$ cat src/rtl/lsu_handshake.sv
// Load/store unit: turns the core's single-cycle memory controls into a req/ready
// transaction, stalling the core until the access completes, errors, or times out.
module lsu_handshake #(
    parameter int WORD_WIDTH     = 32,
    parameter int TIMEOUT_CYCLES = 255
) (
    input  logic                  clk,
    input  logic                  rst,
    input  logic                  core_req,
    input  logic                  core_we,
    input  logic [2:0]            core_size,
    input  logic [WORD_WIDTH-1:0] core_addr,
    input  logic [WORD_WIDTH-1:0] core_wd,
    output logic [WORD_WIDTH-1:0] core_rd,
    output logic                  core_stall,
    output logic                  core_err,
    output logic                  mem_req,
    output logic                  mem_we,
    output logic [3:0]            mem_be,
    output logic [WORD_WIDTH-1:0] mem_addr,
    output logic [WORD_WIDTH-1:0] mem_wd,
    input  logic [WORD_WIDTH-1:0] mem_rd,
    input  logic                  mem_ready
);

    typedef enum logic [1:0] {S_IDLE, S_WAIT, S_DONE} state_t;

    state_t                r_state, w_state_next;
    logic                  r_mem_req, w_mem_req_next;
    logic                  r_mem_we, w_mem_we_next;
    logic [3:0]            r_mem_be, w_mem_be_next;
    logic [WORD_WIDTH-1:0] r_mem_addr, w_mem_addr_next;
    logic [WORD_WIDTH-1:0] r_mem_wd, w_mem_wd_next;
    logic [WORD_WIDTH-1:0] r_core_rd, w_core_rd_next;
    logic                  r_core_err, w_core_err_next;
    logic [2:0]            r_size, w_size_next;
    logic [1:0]            r_a, w_a_next;
    logic [31:0]           r_cnt, w_cnt_next;

    logic                  w_bad;
    logic [3:0]            w_be;
    logic [WORD_WIDTH-1:0] w_wd;
    logic [7:0]            w_byte;
    logic [15:0]           w_half;
    logic [WORD_WIDTH-1:0] w_load;

    // Illegal size, misalignment, or a store with an unsigned (load-only) size.
    always_comb begin
        w_bad = 1'b0;
        case (core_size)
            3'b000, 3'b100: w_bad = 1'b0;
            3'b001, 3'b101: w_bad = core_addr[0];
            3'b010:         w_bad = |core_addr[1:0];
            default:        w_bad = 1'b1;
        endcase
        if (core_we && core_size[2])
            w_bad = 1'b1;
    end

    assign core_stall = core_req & (r_state != S_DONE) & ~w_bad;

    always_comb begin
        case (core_size[1:0])
            2'b00:   w_be = 4'b0001 << core_addr[1:0];
            2'b01:   w_be = 4'b0011 << core_addr[1:0];
            default: w_be = 4'b1111;
        endcase
        case (core_size[1:0])
            2'b00:   w_wd = {4{core_wd[7:0]}};
            2'b01:   w_wd = {2{core_wd[15:0]}};
            default: w_wd = core_wd;
        endcase
    end

    // Lane extraction uses the offset captured at issue, not the live address.
    assign w_byte = mem_rd[{r_a, 3'b000} +: 8];
    assign w_half = mem_rd[{r_a[1], 4'b0000} +: 16];

    always_comb begin
        case (r_size)
            3'b000:  w_load = {{24{w_byte[7]}}, w_byte};
            3'b100:  w_load = {24'd0, w_byte};
            3'b001:  w_load = {{16{w_half[15]}}, w_half};
            3'b101:  w_load = {16'd0, w_half};
            default: w_load = mem_rd;
        endcase
    end

    always_comb begin
        w_state_next    = r_state;
        w_mem_req_next  = r_mem_req;
        w_mem_we_next   = r_mem_we;
        w_mem_be_next   = r_mem_be;
        w_mem_addr_next = r_mem_addr;
        w_mem_wd_next   = r_mem_wd;
        w_core_rd_next  = r_core_rd;
        w_core_err_next = 1'b0;
        w_size_next     = r_size;
        w_a_next        = r_a;
        w_cnt_next      = r_cnt;
        case (r_state)
            S_IDLE: begin
                if (core_req && w_bad) begin
                    w_core_err_next = 1'b1;
                    w_core_rd_next  = '0;
                end else if (core_req) begin
                    w_mem_req_next  = 1'b1;
                    w_mem_we_next   = core_we;
                    w_mem_be_next   = w_be;
                    w_mem_addr_next = {core_addr[WORD_WIDTH-1:2], 2'b00};
                    w_mem_wd_next   = w_wd;
                    w_size_next     = core_size;
                    w_a_next        = core_addr[1:0];
                    w_state_next    = S_WAIT;
                end
            end
            S_WAIT: begin
                if (mem_ready) begin
                    w_mem_req_next = 1'b0;
                    w_core_rd_next = r_mem_we ? '0 : w_load;
                    w_state_next   = S_DONE;
                end else begin
                    w_cnt_next = r_cnt + 32'd1;
                    if (TIMEOUT_CYCLES != 0 && r_cnt == 32'(TIMEOUT_CYCLES - 1)) begin
                        w_mem_req_next  = 1'b0;
                        w_core_err_next = 1'b1;
                        w_core_rd_next  = '0;
                        w_state_next    = S_DONE;
                    end
                end
            end
            S_DONE: begin
                w_cnt_next   = '0;
                w_state_next = S_IDLE;
            end
            default: w_state_next = S_IDLE;
        endcase
    end

    always_ff @(posedge clk) begin
        if (rst) begin
            r_state    <= S_IDLE;
            r_mem_req  <= 1'b0;
            r_mem_we   <= 1'b0;
            r_mem_be   <= 4'd0;
            r_mem_addr <= '0;
            r_mem_wd   <= '0;
            r_core_rd  <= '0;
            r_core_err <= 1'b0;
            r_size     <= 3'd0;
            r_a        <= 2'd0;
            r_cnt      <= '0;
        end else begin
            r_state    <= w_state_next;
            r_mem_req  <= w_mem_req_next;
            r_mem_we   <= w_mem_we_next;
            r_mem_be   <= w_mem_be_next;
            r_mem_addr <= w_mem_addr_next;
            r_mem_wd   <= w_mem_wd_next;
            r_core_rd  <= w_core_rd_next;
            r_core_err <= w_core_err_next;
            r_size     <= w_size_next;
            r_a        <= w_a_next;
            r_cnt      <= w_cnt_next;
        end
    end

    assign mem_req  = r_mem_req;
    assign mem_we   = r_mem_we;
    assign mem_be   = r_mem_be;
    assign mem_addr = r_mem_addr;
    assign mem_wd   = r_mem_wd;
    assign core_rd  = r_core_rd;
    assign core_err = r_core_err;

endmodule

$ cat config.mk
export PLATFORM = sky130hd
export DESIGN_NAME = lsu_handshake
export DESIGN_NICKNAME = d
export VERILOG_FILES = /design/src/rtl/lsu_handshake.sv
export SDC_FILE = /design/constraint.sdc
export NUM_CORES = 1
export LEC_CHECK = 0
export ABC_AREA = 1
export BUFFER_PORTS_ARGS = -buffer_cell sky130_fd_sc_hd__buf_2
export CAP_MARGIN = 20
export CORE_MARGIN = 5
export CORE_UTILIZATION = 27
export CTS_CLUSTER_SIZE = 30
export DETAILED_ROUTE_END_ITERATION = 12
export GPL_ROUTABILITY_DRIVEN = 0
export PLACE_DENSITY_LB_ADDON = 0.12
export SETUP_SLACK_MARGIN = 0.15
export SLEW_MARGIN = 5
export SYNTH_ARGS = -nofsm -noshare
export SYNTH_HDL_FRONTEND = slang
export SYNTH_SLANG_ARGS = --single-unit
export TNS_END_PERCENT = 5
$ cat constraint.sdc
create_clock -name clk -period 2.9 [get_ports clk]
set_clock_uncertainty 0.15 [all_clocks]
set_input_delay 0.29 -clock clk [delete_from_list [all_inputs] [get_ports clk]]
set_output_delay 0.29 -clock clk [all_outputs]
set_load 0.01 [all_outputs]
Yosys cells after proc, flatten, opt, wreduce, memory -nomap -nowiden

Cells that the tools add are included.

Bits in registers: 140
Bits in latches: 0
Memory bits (writable): 0
Memory bits (read-only): 0
Bits of input ports: 104
Memories: 0

Add/subtract/negate cells: 1
Multiply operators: 0
Div/mod/pow operators: 0
Order comparisons: 0
Equality and inequality tests: 17
Shift operators: 4
Mux-type cells: 26
Bitwise operators: 4
Reductions and logical operators: 16

Operator list:

| operator                                         | count |
|---|---|
| one-hot mux 32 bit (2 select lines)              | 3 |
| two-way mux 32 bit                               | 5 |
| one-hot mux 32 bit (4 select lines)              | 1 |
| adder 32 x 1 -> 32 bit (second input constant)   | 1 |
| == test 32 x 8 -> 1 bit (second input constant)  | 1 |
| indexed part select 32 x 6 -> 16 bit             | 1 |
| indexed part select 32 x 6 -> 8 bit              | 1 |
| == test 3 bit (second input constant)            | 4 |
| inequality test 2 bit (second input constant)    | 5 |
| AND reduction 3 bit                              | 3 |
| two-way mux 1 bit                                | 8 |
| two-way mux 2 bit                                | 4 |
| one-hot mux 4 bit (2 select lines)               | 1 |
| == test 3 x 1 -> 1 bit (second input constant)   | 2 |
| zero test 3 bit                                  | 2 |
| OR reduction 2 bit                               | 3 |
| == test 2 x 1 -> 1 bit (second input constant)   | 2 |
| zero test 2 bit                                  | 2 |
| one-hot mux 1 bit (2 select lines)               | 2 |
| one-hot mux 2 bit (2 select lines)               | 1 |
| AND reduction 4 bit                              | 1 |
| nonzero test 2 bit                               | 2 |
| << shifter 1 x 2 -> 4 bit (first input constant) | 1 |
| << shifter 2 x 2 -> 4 bit (first input constant) | 1 |
| 8 further kinds                                  | 11 |

Longest topological paths before layout

Depth in word-level cells: 7
Depth in mapped cells: 12
Depth with buffers taken out: 11

Worst setup path after synthesis

No wires, ideal clock.

Kind: flip-flop to flip-flop
Start point: reg r_cnt[1]
End point: reg r_cnt[24]
Library setup time: 0.115 ns
Arrival: 1.422 ns
Data required time: 2.635 ns
Setup slack: 1.212 ns
Cell stages (with the launch flop): 11
Period minus slack after synthesis: 1.688 ns
Cell sequence: dfxtp_1 -> ha_1 -> nand2_1 -> nor2_2 -> nand3_1 -> nor2_1 -> nand2_1 -> nor2_1 -> nand2_1 -> o21ai_0 -> inv_1

Word-level cells in the longest chain between the ends: 3

Ends and longest elaborated chain:

| element                             | RTL line | RTL |
|---|---|---|
| start, declared                     | 38       | `logic [31:0] r_cnt, w_cnt_next;` |
| start signal, assigned              | 164      | `r_cnt <= w_cnt_next;` |
| adder 32 x 1 -> 32 bit              | 123      | `w_cnt_next = r_cnt + 32'd1;` |
| two-way mux 32 bit                  | 118      | `if (mem_ready) begin` |
| one-hot mux 32 bit (2 select lines) | 101      | `case (r_state)` |

Every way passes these cells. The select of a mux whose other input is x is not followed.
A chain may end at the register's enable or synchronous reset.

Worst setup path in the final report

Start point: reg r_state[0]
End point: reg r_core_rd[26], in the netlist core_rd[26]

Word-level cells in the longest chain between the ends: 3
Elaborated cells between the ends (all ways): 7

Ends and longest elaborated chain:

| element                                                          | RTL line | RTL |
|---|---|---|
| start, declared                                                  | 28       | `state_t r_state, w_state_next;` |
| start signal, assigned                                           | 154      | `r_state <= w_state_next;` |
| == test 2 x 1 -> 1 bit / zero test 2 bit (equally long branches) | 101      |  |
| inequality test 3 bit (no line) (tied with other cells)          | -        |  |
| AND reduction 3 bit (no line)                                    | -        |  |
| end signal, assigned                                             | 160      | `r_core_rd <= w_core_rd_next;` |
| end, declared                                                    | 34       | `logic [WORD_WIDTH-1:0] r_core_rd, w_core_rd_next;` |

Several ways; a longest one is shown, not always the timed one.

==> results.tsv <==
stage	metric	value	unit
global_routing	total track usage	16.37	%
pwr	Net Sw Frac	31.24	%
pwr	worst vdd ir	0.2653	mV
sta	fmax	463.3	MHz
global_routing	global-route wire length before repair	39160	um
yosys	ys async rst share	0	%
finish	design area	9398	sq um
yosys	number of synthesized flops with an enable pin	0	
yosys	Area contributors post-synth	dfxtp_1, nand2_1, a21oi_1	
pwr	Combinational Power Share	15.7	%
critical_path	critical path type	flip-flop to flip-flop	
run_status	status	finished, final reports clean	
global_routing	total grt overflow	0	
yosys	sequential area share after synthesis	39.32	%
pwr	sequential share of power	41.1	%
pwr	leakage	4.466	nW
clock_tree	root buf cell	clkbuf_16	
placed_design	post-DP HPWL	17520	um
finish	register area	2803	sq um
critical_path	Crit path largest cell delay	0.42	ns
floorplan	Die Span Y	172.5	um
route	drt first pass iters	5	
route	drt drc	0	
clock_tree	clock-pin slew on the worst setup and hold paths	0.07	ns
pwr	clock share of power	43.3	%
route	Final ANT Viol Nets	0	
clock_tree	H-tree Lvls	4	
clock_tree	CTS max path bufs	2	
finish	final net count	1454	
yosys	cells after synthesis	1126	
pwr	Power Density	537.9	nW/um^2
critical_path	Worst Path Required	3.07	ns
yosys	cell taking the most area after synthesis	dfxtp_1	
global_routing	pin count of the biggest net entering global routing	80	
global_routing	vias in the first global route	7443	
clock_tree	# hold bufs at CTS	38	
sta	Hold Fails Final Rpt	0	
finish	most common cell after layout, fill and taps aside	nand2_1	
finish	share of cells above drive strength 1	20.72	%
clock_tree	CTS tree	done	
pwr	Total Power	0.005055	W
critical_path	crit-path cells	inv_1, nor2_4, nand2_2, inv_2, nand2_4, nand2_4, nand2_1, nand2_1, nor2_1	
sta	RSZ-0062 raised after global routing	false	
critical_path	Critical Path AT	2.33	ns
route	WL/cell	14.47	um
pwr	Cell Int Power	0.003476	W
sta	Setup TNS Final	0	ns
flow_run	Max Cap Violations	0	
sta	Final min period	2.158	ns
sta	max-slew violation count	0	
critical_path	CP max stage cell	nand2_4	
critical_path	CP Launch Type	flip-flop	
clock_tree	Clock Sinks	140	
clock_tree	TritonCTS Buffers	17	
route	DR vias/cell	4.536	
clock_tree	Post-CTS Setup Bufs	0	
yosys	Syn Area/Cell	6.330	sq um
sta	Worst-Margin Slew	0.5570	ns
yosys	top_reg_cell synth	dfxtp_1	
finish	synthesis-to-layout area growth	31.84	%
route	routed wire length	24550	um
floorplan	# IOs	208	
route	DR vias	7693	
floorplan	Die X	172.5	um
clock_tree	clk_lat worst skew	0.42	ns
critical_path	CP max FO	42	
yosys	number of synthesized register bits	140	
sta	final period utilization	74.43	%
finish	n_diodes	0	
sta	setup violators final	0	
finish	most used cells in the layout excluding fill and tap cells	nand2_1, buf_2, dfxtp_1	
worst_hold_path	Hold Crit Class	input port to flip-flop	
yosys	Distinct cells, synth	36	
finish	Filler cells	2885	
floorplan	Initial Util	27.35	%
pwr	sw power	0.001579	W
floorplan	Core Area	26060	sq um
global_routing	initial antenna violation count	4	
finish	multi-input logic area	3608	sq um
yosys	Post-Syn Area	7128	sq um
route	Initial DRC Count	468	
placed_design	I/O Buffers	205	
floorplan	Die Area	29750	sq um
yosys	Synth top area share	39.32	%
floorplan	num rows	59	
yosys	Yosys warnings	0	
sta	Slew HR	62.86	%
placed_design	DP Area	8446	sq um
clock_tree	PostCTS Resize Cnt	0	
critical_path	Crit. End Element	flip-flop	
[logic make-up after synthesis]
logic type / Yosys count / share of synthesized area (%)
AOI/OAI and AO/OA: 201 / 15.22
and+or+nand+nor: 608 / 34.95
adders and majority gates: 2 / 0.3510
other: 1 / 0.05261
DFF: 140 / 39.32
buffers and inverters: 174 / 10.11
[power groups by stage]
stage                     Sequential [W]  Combinational, W  Clock [W]
after detailed placement         0.00212          0.000762          0
after floorplan                  0.00216          0.000420          0
after global placement           0.00212          0.000759          0
after CTS                        0.00208          0.000804    0.00226
after global routing             0.00209          0.000898    0.00234
final                            0.00208          0.000792    0.00219
[worst max-delay path, delay by kind of cell, from the launching register on]
family	cells	cell delay [ns]
flops	1	0.32
buf+inv	2	0.38
simple gates	7	1.16
[per-stage QoR]
stage          instances  setup slack [ns]  utilization (%)  hold WS, ns
6_report            1696            0.7416            36.06      0.04494
5_1_grt             1696            0.4683            36.06      0.05176
4_1_cts             1696            0.7086            36.06      0.03276
3_5_place_dp        1626            0.7116            32.41       0.3034
3_3_place_gp        1626            0.7492            32.41       0.2992
2_1_floorplan       1127             1.212                -       0.2827
[flip-flops by register name, indices dropped and copies added, names as in the netlist]
register  flops
core_rd      32
mem_wd       32
r_cnt        32
mem_addr     30
mem_be        4
r_size        3
r_a           2
r_state       2
core_err      1
mem_req       1
mem_we        1
[layout make-up]
| type | instances | share of cell area [%] |
|---|---|---|
| timing repair buffer | 257 | 16.48 |
| tap | 335 | 4.460 |
| inverter | 119 | 4.753 |
| clock buffer | 18 | 4.567 |
| multi-input combinational | 813 | 38.40 |
| clock inverter | 14 | 1.518 |
| sequential | 140 | 29.82 |
[Yosys cell counts, types with 6 or more instances]
master	count
inv_1	113
or2_2	10
o211ai_1	19
nand3_1	53
a21oi_1	128
o21ai_0	45
nor3_1	10
nand4_1	8
clkbuf_1	25
nor2_1	139
dfxtp_1	140
buf_2	21
nand2_1	368
inv_2	6
[layer usage]
metal	GRT usage, %	part of all wire (%)
met5	0	0.17
met3	6.104	8.3
met2	25.54	44
met4	3.418	1.2
met1	21.75	46
[final timing paths]
kind,from,slack (ns),cells after the start,endpoint
worst max-delay path,r_state[0]$_SDFFE_PP0P_,0.74,9,core_rd[26]$_SDFFE_PP0P_
worst min-delay path,rst,0.04,2,r_cnt[1]$_SDFFE_PP0P_
worst max register to register,r_state[0]$_SDFFE_PP0P_,0.74,9,core_rd[26]$_SDFFE_PP0P_
worst min register to register,mem_addr[7]$_SDFFE_PP0P_,0.31,2,mem_addr[7]$_SDFFE_PP0P_
No activity file was read; power rests on OpenSTA's default activity.
